--- config.mk ---
export PLATFORM = sky130hd
export DESIGN_NAME = router_src_tx
export DESIGN_NICKNAME = d
export VERILOG_FILES = /design/src/rtl/router_pkg.sv /design/src/rtl/router_src_buf.sv /design/src/rtl/router_src_tx.sv
export SDC_FILE = /design/constraint.sdc
export NUM_CORES = 1
export LEC_CHECK = 0
export CAP_MARGIN = 20
export CORE_MARGIN = 5
export CORE_UTILIZATION = 55
export CTS_CLUSTER_DIAMETER = 60
export DETAILED_ROUTE_END_ITERATION = 12
export HOLD_SLACK_MARGIN = 0.02
export PLACE_DENSITY = 0.71
export SLEW_MARGIN = 20
export SYNTH_ARGS = -nofsm -noshare
export SYNTH_HDL_FRONTEND = slang
export SYNTH_SLANG_ARGS = --single-unit
--- constraint.sdc ---
create_clock -name clock -period 6.6 [get_ports clock]
set_clock_uncertainty 0.15 [all_clocks]
set_input_delay 0.99 -clock clock [delete_from_list [all_inputs] [get_ports clock]]
set_output_delay 0.99 -clock clock [all_outputs]
set_load 0.01 [all_outputs]
--- src/rtl/router_pkg.sv ---
// -----------------------------------------------------------------------------
// router_pkg
// Shared definitions for the 1x3 router source-side transmitter:
//   tx_state_e    transmitter FSM states
//   LEN_W/ADDR_W  widths of the header length and address fields
//   ADDR_INVALID  the one destination code the router has no port for
//   pack_hdr()    builds the router header byte {len, addr}
// -----------------------------------------------------------------------------
package router_pkg;

  localparam int LEN_W  = 6;
  localparam int ADDR_W = 2;

  localparam logic [ADDR_W-1:0] ADDR_INVALID = 2'b11;

  typedef enum logic [2:0] {
    IDLE,
    LOAD,
    HDR,
    PAY,
    PAR,
    EWAIT
  } tx_state_e;

  function automatic logic [LEN_W+ADDR_W-1:0] pack_hdr(
    input logic [LEN_W-1:0]  len,
    input logic [ADDR_W-1:0] addr
  );
    return {len, addr};
  endfunction

endpackage

--- src/rtl/router_src_buf.sv ---
// -----------------------------------------------------------------------------
// router_src_buf
// Payload store for one packet: a 2**PTR_W x DATA_W register array with a
// single write port and a single combinational read port. Both pointers
// advance by one per enabled access and return to zero on clr. The array
// contents are never cleared; only the pointers are.
//
// Ports:
//   clock    system clock
//   clr      synchronous pointer clear (start of a new packet / reset)
//   wr_en    write wr_data at wr_ptr, then advance wr_ptr
//   wr_data  byte to store
//   rd_en    advance rd_ptr (rd_data is the byte at the current rd_ptr)
//   rd_data  byte at rd_ptr
//   wr_ptr   number of bytes written since clr
//   rd_ptr   number of bytes read since clr
// -----------------------------------------------------------------------------
module router_src_buf
  import router_pkg::*;
#(
  parameter int DATA_W = 8,
  parameter int PTR_W  = LEN_W
) (
  input  logic              clock,
  input  logic              clr,
  input  logic              wr_en,
  input  logic [DATA_W-1:0] wr_data,
  input  logic              rd_en,
  output logic [DATA_W-1:0] rd_data,
  output logic [PTR_W-1:0]  wr_ptr,
  output logic [PTR_W-1:0]  rd_ptr
);

  localparam int DEPTH = 1 << PTR_W;

  logic [DATA_W-1:0] mem [DEPTH];

  always_ff @(posedge clock) begin
    if (clr) begin
      wr_ptr <= '0;
      rd_ptr <= '0;
    end else begin
      if (wr_en) wr_ptr <= wr_ptr + 1'b1;
      if (rd_en) rd_ptr <= rd_ptr + 1'b1;
    end
  end

  always_ff @(posedge clock) begin
    if (wr_en) mem[wr_ptr] <= wr_data;
  end

  assign rd_data = mem[rd_ptr];

endmodule

--- src/rtl/router_src_tx.sv ---
// -----------------------------------------------------------------------------
// router_src_tx
// Source-side packet transmitter for the 1x3 router. A request (address,
// length, corrupt flag) is accepted, the whole payload is buffered, then the
// packet is driven into the router input port as header, payload bytes and a
// trailing parity byte, honouring the router's busy stall. After the parity
// byte is taken the router error output is watched for ERR_WIN cycles and a
// one-cycle done pulse reports the packet outcome. Requests to address 3 are
// rejected without touching payload or router.
//
// Ports:
//   clock, reset           clock and synchronous active-high reset
//   req_valid/req_ready    request handshake
//   req_addr/req_len       destination port (0..2) and payload length
//   req_corrupt            send inverted parity
//   pl_valid/pl_ready      payload byte handshake, pl_data carries the byte
//   d_in, pkt_valid        registered router input port
//   busy                   router stall (ignored outside HDR/PAY/PAR)
//   error                  router parity error (sampled only in EWAIT)
//   done                   one-cycle completion pulse
//   done_err               with done: router error seen in the window
//   bad_addr               with done: request rejected for address 3
// -----------------------------------------------------------------------------
module router_src_tx
  import router_pkg::*;
#(
  parameter int DATA_W  = 8,
  parameter int MAX_LEN = 63,
  parameter int ERR_WIN = 3
) (
  input  logic              clock,
  input  logic              reset,
  input  logic              req_valid,
  output logic              req_ready,
  input  logic [ADDR_W-1:0] req_addr,
  input  logic [LEN_W-1:0]  req_len,
  input  logic              req_corrupt,
  input  logic              pl_valid,
  output logic              pl_ready,
  input  logic [DATA_W-1:0] pl_data,
  output logic [DATA_W-1:0] d_in,
  output logic              pkt_valid,
  input  logic              busy,
  input  logic              error,
  output logic              done,
  output logic              done_err,
  output logic              bad_addr
);

  localparam int         PTR_W   = $clog2(MAX_LEN + 1);
  localparam logic [2:0] EW_LAST = 3'(ERR_WIN - 1);

  tx_state_e state, state_nxt;

  // Latched request
  logic [ADDR_W-1:0] addr_q;
  logic [LEN_W-1:0]  len_q;
  logic              corrupt_q;

  // Router-side output register and its valid
  logic [DATA_W-1:0] d_p0, d_nxt;
  logic              vld_p0, vld_nxt;

  logic [DATA_W-1:0] parity_q;
  logic [DATA_W-1:0] par_byte;
  logic [2:0]        ecnt;
  logic              err_flag;
  logic              bad_pend;

  logic              req_hs;
  logic              pl_hs;
  logic              load_done;
  logic              ew_last;

  logic              buf_clr;
  logic              buf_rd_en;
  logic [DATA_W-1:0] buf_rd_data;
  logic [PTR_W-1:0]  wr_ptr;
  logic [PTR_W-1:0]  rd_ptr;

  // Handshakes and status outputs; reset forces every output quiet at once
  assign req_ready = (state == IDLE) && !reset;
  assign pl_ready  = (state == LOAD) && (len_q != '0) && !reset;
  assign req_hs    = req_valid && req_ready;
  assign pl_hs     = pl_valid && pl_ready;

  // Last byte of the payload lands this edge, or there is no payload at all
  assign load_done = (state == LOAD) &&
                     ((len_q == '0) || (pl_hs && (wr_ptr == len_q - 1'b1)));

  assign ew_last  = (state == EWAIT) && (ecnt == EW_LAST);
  assign done     = !reset && (bad_pend || ew_last);
  assign done_err = !reset && ew_last && (err_flag || error);
  assign bad_addr = !reset && bad_pend;

  assign par_byte = corrupt_q ? ~parity_q : parity_q;

  assign d_in      = d_p0;
  assign pkt_valid = vld_p0;

  // New packets restart the buffer from slot 0
  assign buf_clr = reset || req_hs;

  router_src_buf #(
    .DATA_W (DATA_W),
    .PTR_W  (PTR_W)
  ) u_buf (
    .clock   (clock),
    .clr     (buf_clr),
    .wr_en   (pl_hs),
    .wr_data (pl_data),
    .rd_en   (buf_rd_en),
    .rd_data (buf_rd_data),
    .wr_ptr  (wr_ptr),
    .rd_ptr  (rd_ptr)
  );

  always_ff @(posedge clock) begin
    if (reset) state <= IDLE;
    else       state <= state_nxt;
  end

  // HDR and PAY share one rule: once rd_ptr has caught up with len every
  // payload byte has been handed to the router, so the parity byte follows.
  always_comb begin
    state_nxt = state;
    d_nxt     = d_p0;
    vld_nxt   = vld_p0;
    buf_rd_en = 1'b0;
    case (state)
      IDLE: begin
        if (req_hs && (req_addr != ADDR_INVALID)) state_nxt = LOAD;
      end
      LOAD: begin
        if (load_done) begin
          state_nxt = HDR;
          d_nxt     = pack_hdr(len_q, addr_q);
          vld_nxt   = 1'b1;
        end
      end
      HDR, PAY: begin
        if (!busy) begin
          if (rd_ptr == len_q) begin
            state_nxt = PAR;
            d_nxt     = par_byte;
            vld_nxt   = 1'b0;
          end else begin
            state_nxt = PAY;
            d_nxt     = buf_rd_data;
            vld_nxt   = 1'b1;
            buf_rd_en = 1'b1;
          end
        end
      end
      PAR: begin
        if (!busy) begin
          state_nxt = EWAIT;
          d_nxt     = '0;
          vld_nxt   = 1'b0;
        end
      end
      EWAIT: begin
        if (ecnt == EW_LAST) state_nxt = IDLE;
      end
      default: begin
        state_nxt = IDLE;
      end
    endcase
  end

  // Stage p0: router port register, parity accumulator, error window
  always_ff @(posedge clock) begin
    if (reset) begin
      d_p0     <= '0;
      vld_p0   <= 1'b0;
      parity_q <= '0;
      ecnt     <= '0;
      err_flag <= 1'b0;
      bad_pend <= 1'b0;
    end else begin
      d_p0     <= d_nxt;
      vld_p0   <= vld_nxt;
      bad_pend <= req_hs && (req_addr == ADDR_INVALID);
      if (req_hs)     parity_q <= pack_hdr(req_len, req_addr);
      else if (pl_hs) parity_q <= parity_q ^ pl_data;
      if (state == PAR) begin
        ecnt     <= '0;
        err_flag <= 1'b0;
      end else if (state == EWAIT) begin
        ecnt     <= ecnt + 1'b1;
        err_flag <= err_flag || error;
      end
    end
  end

  always_ff @(posedge clock) begin
    if (req_hs) begin
      addr_q    <= req_addr;
      len_q     <= req_len;
      corrupt_q <= req_corrupt;
    end
  end

endmodule

==> results of run 1 <==
-- final timing paths --
| kind | from | end | slack (ns) | cells after the start |
|---|---|---|---|---|
| worst min-delay path | ecnt[0] | ecnt[0] | 0.33 | 2 |
| worst max register to register | len_q[0] | u_buf.mem[34][1] | 2.33 | 8 |
| worst max-delay path | len_q[0] | u_buf.mem[34][1] | 2.33 | 8 |
| worst min register to register | ecnt[0] | ecnt[0] | 0.33 | 2 |
-- Yosys cell counts, drive strengths merged, types with 18 or more instances --
cell type    n
a21oi       29
buf         44
clkbuf      30
dfxtp       43
edfxtp     521
mux2i       68
mux4       117
nand2       51
nor2       117
nor2b       20
o21ai       22
xor2        18
-- registers in the layout, summed over array words and instances, names as in the netlist, named ones only --
signal / count
ecnt: 3
d_in: 8
len_q: 6
addr_q: 2
u_buf.wr_ptr: 6
corrupt_q: 1
u_buf.mem: 512
u_buf.rd_ptr: 6
state: 3
pkt_valid: 1
err_flag: 1
parity_q: 8
bad_pend: 1
-- kinds of logic (layout without fill, tap and decap cells) --
group,count (synthesis),count (layout)
fa+ha+maj,6,6
simple gates,279,279
xor+xnor,29,29
flops,564,564
compound gates,110,110
buf+inv,80,164
mux,191,191
-- area by class of cell --
class | count | share of cell area [%]
repair buffers | 55 | 1.88
multi-input cells | 615 | 23.0
flip-flops and latches | 564 | 65.0
well taps | 532 | 2.62
clock inverters | 36 | 1.59
clock buffers | 67 | 5.84
inverters | 6 | 0.0886
-- critical path: stages, from the launching register on --
cell and delay [ns]:
edfxtp_1 0.49, inv_1 0.10, ha_1 0.19, nor2b_1 0.14, a2111o_1 0.51, or2_1 0.47, nor2_1 0.30, nand3b_1 0.68
nor2_1 0.86
-- power groups by stage --
stage          registers [mW]  clock network [mW]  logic (mW)
3_5_place_dp             4.05                   0       0.379
2_1_floorplan            4.03                   0       0.230
5_1_grt                  3.98                3.45       0.414
6_report                 3.98                3.26       0.380
4_1_cts                  3.98                3.29       0.381
3_3_place_gp             4.05                   0       0.375
-- layer usage --
layer  up-vias  routed length [um]  global-route usage, %
li1       5102                   -                      -
met1      6044               21800                   34.6
met2       580               23800                   34.9
met3        72                4330                   4.11
met4         0                1440                   7.39
met5         -                   0                      0
-- layout by cell type, fill, tap and decap left out, types with 11 or more instances in the layout --
cell	n
nand2_1	51
clkdlybuf4s50_1	28
xnor2_1	11
nor3_1	13
xor2_1	18
dfxtp_1	39
a21oi_1	29
edfxtp_1	521
a221oi_1	11
nand3_1	11
buf_4	19
clkbuf_16	57
nor2b_1	20
nor3b_1	11
mux2i_1	68
clkinv_2	11
nor2_1	116
o21ai_0	20
mux4_2	117
-- metrics by stage --
stage / cells / hold WS [ns] / instance area (um2) / util (%) / power [mW]
4_1_cts: 1875 / 0.335 / 25400 / 62.2 / 7.65
3_5_place_dp: 1772 / 0.327 / 23500 / 57.6 / 4.43
5_1_grt: 1875 / 0.347 / 25400 / 62.2 / 7.85
6_report: 1875 / 0.329 / 25400 / 62.2 / 7.61
2_1_floorplan: 1259 / 0.303 / 22700 / - / 4.26
3_3_place_gp: 1772 / 0.321 / 23500 / 57.6 / 4.43
==> key figures, run 1 <==
Setup path
  • CP required: roughly 6.7 ns
  • Crit path launch type: flip-flop
  • Crit path DAT: between 4 and 5 ns
  • Setup crit end kind: flip-flop
  • Critical path peak fanout: 19
  • Kind of critical path: flip-flop to flip-flop

Finish
  • Multi-input logic area: around 0.0058 mm2
  • Antenna cells: 0
  • Area growth syn-to-layout: 11.8%
  • Nets: 1327
  • Register area: roughly 0.017 mm2
  • Layout cells sized above 1: approximately a fifth
  • Fill cells: around 2800

Global routing
  • First-pass GRT wire length: 76400 um
  • Total grt overflow: 0
  • Initial antenna violation count: 0
  • Global-route usage over all layers: 23.0%
  • Vias in the first global route: roughly 12000
  • Pin count of the biggest net entering global routing: 82

Yosys
  • Combinational family with the most area after synthesis: multiplexers
  • Synth Flop Type: edfxtp_1
  • Synth Register Bits: around 560
  • Number of synthesized flops with an enable pin: between 500 and 600
  • Share of the synthesized area in the top cell type: 68.8%
  • Post-synth cell types: a little under 60
  • Simple-gate portion of the synthesized area: approximately 6.0%
  • Top post-synthesis cells by area: edfxtp_1 69%, mux4_2 12%, dfxtp_1 3.8%
  • Synthesized cell area: approximately 0.023 mm2
  • Dominant cell type by area after synthesis: edfxtp_1
  • Mux contribution to synthesized area: 14.9%
  • Syn. warnings: 0
  • Xor/xnor share of the synthesized area: approximately 1.1%
  • Avg Cell Area, Syn: roughly 18 um2
  • Post-synthesis sequential area ratio: 72.6%
  • Asr flop ratio synth: 0%
  • Mapped Nets: approximately 1300
  • Synthesized instance count: about 1300
  • Adder-cell share of the synthesized area: less than 1%
  • Compound-gate portion of the synthesized area: under 10%

Drt
  • DRC Markers: 0
  • Vias: 11800
  • Starting DRT DRC Count: 1343
  • ANT nets after route: 0
  • DRT Pass-1 Iters: 5
  • WL final: about 51000 um
  • Routed WL per cell: 27.4 um
  • Vias per inst: between 6 and 7

Clocking
  • Setup Buffers After CTS: 0
  • Clock Latency Late Sink: 0.61 ns
  • Clock Path Buffers: 3
  • Num Clock Sinks: ~560
  • Root buffer cell: clkbuf_16
  • H-Tree Depth: 2
  • Post-CTS Resized: 0
  • CTS buffer count: 56
  • Hold buffer count at CTS: 0
  • Clk slew on worst S/H paths: 0.06 ns
  • CTS tree: yes

Pwr
  • Clk pwr share: between 40% and 50%
  • Sw Share: a little over a fifth
  • Pwr per Cell Area: approximately 300 mW/mm2
  • Pleak: just under 8 nW
  • P_sw: approximately 1.6 mW
  • Int Pwr: approximately 6.0 mW
  • Sequential share of power: 52.3%
  • VDD IR max: between 0.00015 and 0.0002 V
  • Combinational share of power: approximately 5%

Job
  • Max_cap viols: 0

STA
  • Fmax achieved: 234 MHz
  • Slew @ Worst Pin: between 1 and 1.5 ns
  • Post-route setup slack: 2.33 ns
  • Count of pins over their slew limit: 0
  • Setup TNS: 0 ns
  • Fin crit share: 64.7%
  • Max-Slew Margin vs Limit: 27.5%
  • Final number of setup-violating endpoints: 0
  • RSZ-0062 raised after global routing: false
  • Final min period: around 4.3 ns
  • Fin. Hold Viols: 0

Floorplanning
  • DIE AREA: approximately 0.045 mm2
  • Floorplan core area: a little over 0.04 mm2
  • Rows: 74
  • DIE WIDTH: roughly 210 um
  • I/O Pins: 37
  • Starting Density: ~56%
  • Die height: approximately 210 um

Placed design
  • Dpl ws: around 1.9 ns
  • Port Buffers: 36
  • Post-DP HPWL: 30900 um
  • GP Congestion: ~0.84

Worst hold path
  • Worst min path class: flip-flop to flip-flop

Outcome
  • Status: complete, no violations
Note: power is estimated with default switching activity, not from simulation.
==> run 2: changes to the inputs <==
Clock period 6.6 ns to 4.4 ns, I/O delays scaled along.
==> run 2 against run 1 <==
Compared with the run above: via count is 1.2% higher; first-iteration DRC count is 10% higher; fmax is 16% higher; die area stayed put; count of clock-buffer cells in the layout is 1 higher; worst hold slack better by 0.0016 ns; final area is 0.87% higher; clock power is 48% higher; largest power group unchanged; highest routed layer unchanged.
==> key figures, run 2 (synthesized netlist as in run 1, its figures left out) <==
Outcome
  • Status: complete, no violations

Drt
  • Routed WL per cell: 26.6 um (-2.7%)
  • DRT Pass-1 Iters: 5 (unchanged)
  • Vias per inst: 6.28 (-0.26%)
  • WL final: 50700 um (-1.3%)
  • ANT nets after route: 0 (unchanged)
  • DRC Markers: 0 (unchanged)
  • Starting DRT DRC Count: 1480 (+10%)
  • Vias: 11900 (+1.2%)

Floorplanning
  • I/O Pins: 37 (unchanged)
  • Rows: 74 (unchanged)
  • Floorplan core area: 0.0408 mm2 (unchanged)
  • Starting Density: 55.7% (unchanged)
  • DIE AREA: 0.0455 mm2 (unchanged)
  • Die height: 213 um (unchanged)
  • DIE WIDTH: 213 um (unchanged)

Global routing
  • Total grt overflow: 0 (unchanged)
  • Global-route usage over all layers: 22.6% (-0.35 points)
  • Initial antenna violation count: 0 (unchanged)
  • Pin count of the biggest net entering global routing: 53 (-35%)
  • Vias in the first global route: 12000 (+1.5%)
  • First-pass GRT wire length: 76400 um (about the same)

Finish
  • Most flop-heavy register: u_buf.mem
  • Area growth syn-to-layout: 12.7%
  • Post-Layout Inst Area: 0.0256 mm2 (+0.87%)
  • Most frequent cells in the layout: 521 x edfxtp_1, 117 x mux4_2, 116 x nor2_1, 68 x mux2i_1, 58 x clkbuf_16
  • Layout cells sized above 1: 19.7% (+1.1 points)
  • Max FFs per register: 512 (unchanged)
  • Core Util, Final: 62.8% (+0.54 points)
  • Nets: 1354 (+2.0%)
  • Commonest non-fill, non-tap cell in the layout: edfxtp_1
  • Antenna cells: 0 (unchanged)
  • Fill cells: 2743 (-2.0%)

Placed design
  • Dpl ws: 0.794 ns (-1.15 ns)
  • GP Congestion: 0.884 (+5.7%)
  • Port Buffers: 36 (unchanged)
  • Post-DP HPWL: 31700 um (+2.6%)
  • Placed Area: 0.0238 mm2 (+1.0%)

Setup path
  • Worst path max stage delay: 0.59 ns (-0.27 ns)
  • Kind of critical path: flip-flop to flip-flop
  • CP max stage cell: nor2_1
  • Crit path launch type: flip-flop
  • Critical path peak fanout: 8 (-11)
  • Crit path DAT: 3.73 ns (-0.61 ns)
  • CP required: 4.46 ns (-2.22 ns)
  • Worst-path cell chain: inv_1 > ha_1 > nor2b_1 > a2111o_1 > nor2_1 > buf_4 > nand4b_1 > buf_4 > nor2_1
  • Setup crit end kind: flip-flop

STA
  • Post-route setup slack: 0.729 ns (-1.60 ns)
  • Fin crit share: 83.4% (+19 points)
  • Slew @ Worst Pin: 0.956 ns (-0.126 ns)
  • RSZ-0062 raised after global routing: false
  • Fin. Hold Viols: 0 (unchanged)
  • Final min period: 3.67 ns (-0.597 ns)
  • Fmax achieved: 272 MHz (+16%)
  • Count of pins over their slew limit: 0 (unchanged)
  • Final number of setup-violating endpoints: 0 (unchanged)
  • Max-Slew Margin vs Limit: 36.0% (+8.6 points)
  • Setup TNS: 0 ns (unchanged)

Clocking
  • Clock Latency Late Sink: 0.60 ns (about the same)
  • Num Clock Sinks: 564 (unchanged)
  • CTS buffer count: 56 (unchanged)
  • Clk slew on worst S/H paths: 0.06 ns (about the same)
  • CTS tree: yes
  • H-Tree Depth: 2 (unchanged)
  • Setup Buffers After CTS: 0 (unchanged)
  • Hold buffer count at CTS: 0 (unchanged)
  • Clock Path Buffers: 3 (unchanged)
  • Post-CTS Resized: 0 (unchanged)
  • Root buffer cell: clkbuf_16

Pwr
  • Pwr per Cell Area: 443 mW/mm2 (+48%)
  • Pleak: 7.84 nW (+1.8%)
  • VDD IR max: 0.000327 V (+75%)
  • Overall Power: 11.4 mW (+49%)

Worst hold path
  • Worst min path class: flip-flop to flip-flop

Job
  • Max_cap viols: 0 (unchanged)
-- run 2: changes by cell type in the layout (fill, tap and decap cells not counted), sizes merged --
cell / change
buf: +27
clkbuf: +1
clkinv: +3
inv: -2
bufinv: -1
clkinvlp: -1
-- run 2: routing by layer --
layer  track usage [%]  vias to the layer above  share of wire (%)
li1                  -                     5177                  -
met1              33.8                     6127                 42
met2              34.8                      538                 47
met3              3.81                       95                7.9
met4              7.46                        0                3.0
met5                 0                        -                  0
-- run 2: final timing paths --
check                start               end  slack, ns  cells past startpoint
setup reg to reg  len_q[0]  u_buf.mem[29][3]       0.73                      9
hold / removal     ecnt[0]           ecnt[0]       0.33                      2
setup / recovery  len_q[0]  u_buf.mem[29][3]       0.73                      9
hold reg to reg    ecnt[0]           ecnt[0]       0.33                      2
-- run 2: critical path: cells and delay by family, from the launching register on --
kind,cells,cell delay [ns]
flip-flops,1,0.48
AO/OA/AOI/OAI,1,0.50
buffers and inverters,3,0.63
AND/OR/NAND/NOR,4,1.32
adder cells (fa/ha/maj),1,0.20
-- run 2: cell type report --
class	count	area (um2)	area share, %
well taps	532	666	2.60
flip-flops and latches	564	16500	64.5
inverters	6	22.5	0.0879
repair buffers	82	716	2.79
multi-input cells	615	5830	22.8
clock buffers	68	1510	5.89
clock inverters	35	364	1.42
-- run 2: per-stage QoR --
| step | std cells | hold WS (ns) |
|---|---|---|
| after global routing | 1902 | 0.349 |
| after global placement | 1799 | 0.316 |
| final | 1902 | 0.331 |
| after detailed placement | 1799 | 0.328 |
| after CTS | 1902 | 0.325 |
| after floorplan | 1259 | 0.303 |
-- run 2: power breakdown --
group	total, mW	leakage [nW]	switching (mW)	internal, mW
Clock	4.81	0.910	1.96	2.85
Sequential	5.97	5.03	0.0694	5.90
Combinational	0.575	1.89	0.349	0.226
Total	11.4	7.84	2.38	8.97
==> run 3: changes to the inputs <==
Clock period 4.4 ns to 3.82 ns, I/O delays scaled along.
==> run 3 against run 2 <==
Compared with the run above: sequential cell count is the same; count of clock-buffer cells in the layout grew 1; register-to-register slack lost 0.39 ns; fmax grew 5.6%; critical endpoint is now d_in[1]; setup slack lost 0.39 ns.
==> key figures, run 3 (synthesized netlist as in run 1, its figures left out) <==
Outcome
  • Status: complete, no violations

Setup path
  • CP Depth: 8 (-1)
  • Kind of critical path: flip-flop to flip-flop
  • Worst R2R Setup Slack: 0.34 ns (-0.39 ns)
  • Reg-to-Reg End: d_in[1]
  • Worst path max stage delay: 0.89 ns (+0.30 ns)
  • CP max stage cell: a2111oi_1
  • Critical path peak fanout: 46 (+38)
  • Reg2reg path depth: 8 (-1)
  • Crit path DAT: 3.81 ns (+0.08 ns)
  • Crit path launch type: flip-flop
  • Top cell family by delay on the critical path: compound AO/OA/AOI/OAI gates
  • Setup crit end: d_in[1]
  • CP required: 4.15 ns (-0.31 ns)
  • Worst Path Buf+Inv: 2 (-1)
  • Worst-path cell chain: buf_12 > mux4_2 > mux2i_1 > a2111oi_1 > buf_4 > a21oi_1 > and3_1 > a2111oi_2
  • Setup crit end kind: flip-flop

Finish
  • Area growth syn-to-layout: 14.4%
  • Fill cells: 2805 (+2.3%)
  • Most flop-heavy register: u_buf.mem
  • Antenna cells: 0 (unchanged)
  • Commonest non-fill, non-tap cell in the layout: edfxtp_1
  • Layout Cells excl Fill: 1960 (+3.0%)
  • Max FFs per register: 512 (unchanged)
  • Nets: 1416 (+4.6%)
  • Register area: 0.0165 mm2 (unchanged)
  • Layout cells sized above 1: 22.7% (+3.0 points)
  • Core Util, Final: 63.7% (+0.91 points)
  • Multi-input logic area: 0.00584 mm2 (about the same)
  • Most frequent cells in the layout: 521 x edfxtp_1, 117 x mux4_2, 116 x nor2_1, 104 x buf_4, 68 x mux2i_1

Drt
  • Starting DRT DRC Count: 1330 (-10%)
  • Routed WL per cell: 25.5 um (-4.4%)
  • ANT nets after route: 0 (unchanged)
  • DRT Pass-1 Iters: 6 (+1)
  • Vias per inst: 6.14 (-2.1%)
  • WL final: 49900 um (-1.5%)
  • Vias: 12000 (+0.89%)
  • DRC Markers: 0 (unchanged)

Clocking
  • CTS buffer count: 55 (-1.8%)
  • Num Clock Sinks: 564 (unchanged)
  • CTS tree: yes
  • Clock Latency Late Sink: 0.59 ns (about the same)
  • Setup Buffers After CTS: 0 (unchanged)
  • Clock Path Buffers: 3 (unchanged)
  • Clk slew on worst S/H paths: 0.06 ns (about the same)
  • Hold buffer count at CTS: 0 (unchanged)
  • H-Tree Depth: 2 (unchanged)
  • Root buffer cell: clkbuf_16
  • Post-CTS Resized: 0 (unchanged)

Global routing
  • Total grt overflow: 0 (unchanged)
  • Global-route usage over all layers: 22.2% (-0.37 points)
  • Vias in the first global route: 12100 (+0.77%)
  • First-pass GRT wire length: 75400 um (-1.4%)
  • Pin count of the biggest net entering global routing: 54 (+1.9%)
  • Initial antenna violation count: 0 (unchanged)

STA
  • Max-Slew Margin vs Limit: 24.0% (-12 points)
  • Fin. Hold Viols: 0 (unchanged)
  • Final min period: 3.48 ns (-0.194 ns)
  • Count of pins over their slew limit: 0 (unchanged)
  • Slew @ Worst Pin: 1.11 ns (+0.155 ns)
  • RSZ-0062 raised after global routing: false
  • Fin crit share: 91.0% (+7.6 points)
  • Final number of setup-violating endpoints: 0 (unchanged)
  • Setup TNS: 0 ns (unchanged)
  • Fmax achieved: 288 MHz (+5.6%)

Placed design
  • Placed cell count: 1862 (+3.5%)
  • GP Congestion: 0.845 (-4.4%)
  • Port Buffers: 36 (unchanged)
  • Post-DP HPWL: 32100 um (+1.1%)

Job
  • Max_cap viols: 0 (unchanged)

Floorplanning
  • Floorplan core area: 0.0408 mm2 (unchanged)
  • Rows: 74 (unchanged)
  • DIE WIDTH: 213 um (unchanged)
  • DIE AREA: 0.0455 mm2 (unchanged)
  • I/O Pins: 37 (unchanged)
  • Die height: 213 um (unchanged)
  • Starting Density: 55.7% (unchanged)

Worst hold path
  • Worst min path class: primary input to flip-flop

Pwr
  • Overall Power: 12.8 mW (+13%)
  • Pleak: 8.13 nW (+3.7%)
  • Pwr per Cell Area: 494 mW/mm2 (+12%)
  • VDD IR max: 0.000386 V (+18%)
-- run 3: cell types whose count changed in the layout (fill, tap and decap cells not counted), sizes merged --
cell,delta
bufinv,-1
inv,-1
buf,+63
clkinvlp,-3
clkbuf,+1
clkinv,-1
-- run 3: layout make-up --
class                           instances  share of cell area [%]
Sequential cell                       564                    63.5
Multi-Input combinational cell        615                    22.4
Clock buffer                           69                    5.66
Timing Repair Buffer                  145                    4.62
Tap cell                              532                    2.56
Clock inverter                         29                    1.10
Inverter                                6                  0.0866
-- run 3: how the worst min path moves through the flow --
stage	startpoint	to	slack [ns]	depth (start not counted)
final	pl_data[4]	u_buf.mem[0][4]	0.25	1
after global routing	pl_data[5]	u_buf.mem[0][5]	0.24	1
after CTS	pl_data[4]	u_buf.mem[0][4]	0.22	1
after detailed placement	ecnt[2]	ecnt[2]	0.33	2
after global placement	ecnt[0]	ecnt[0]	0.32	2
after floorplan	ecnt[2]	ecnt[2]	0.30	2
-- run 3: per-layer routing --
layer	wire, um	track usage [%]
met1	21000	32.7
met4	1270	5.72
met3	3480	4.55
met2	24200	35.0
met5	0	0
-- run 3: power by group --
group          switching, mW  internal (mW)
logic                  0.404          0.266
clock network           2.19           3.11
registers             0.0724           6.80
total                   2.67           10.2
-- run 3: through the flow --
step                      worst slack, ns  hold slack [ns]  cell area, um2
final                               0.343            0.255           26000
after global routing               0.0734            0.238           26000
after CTS                           0.263            0.222           26000
after detailed placement            0.279            0.327           24200
after global placement              0.360            0.316           24200
after floorplan                     0.683            0.303           22700
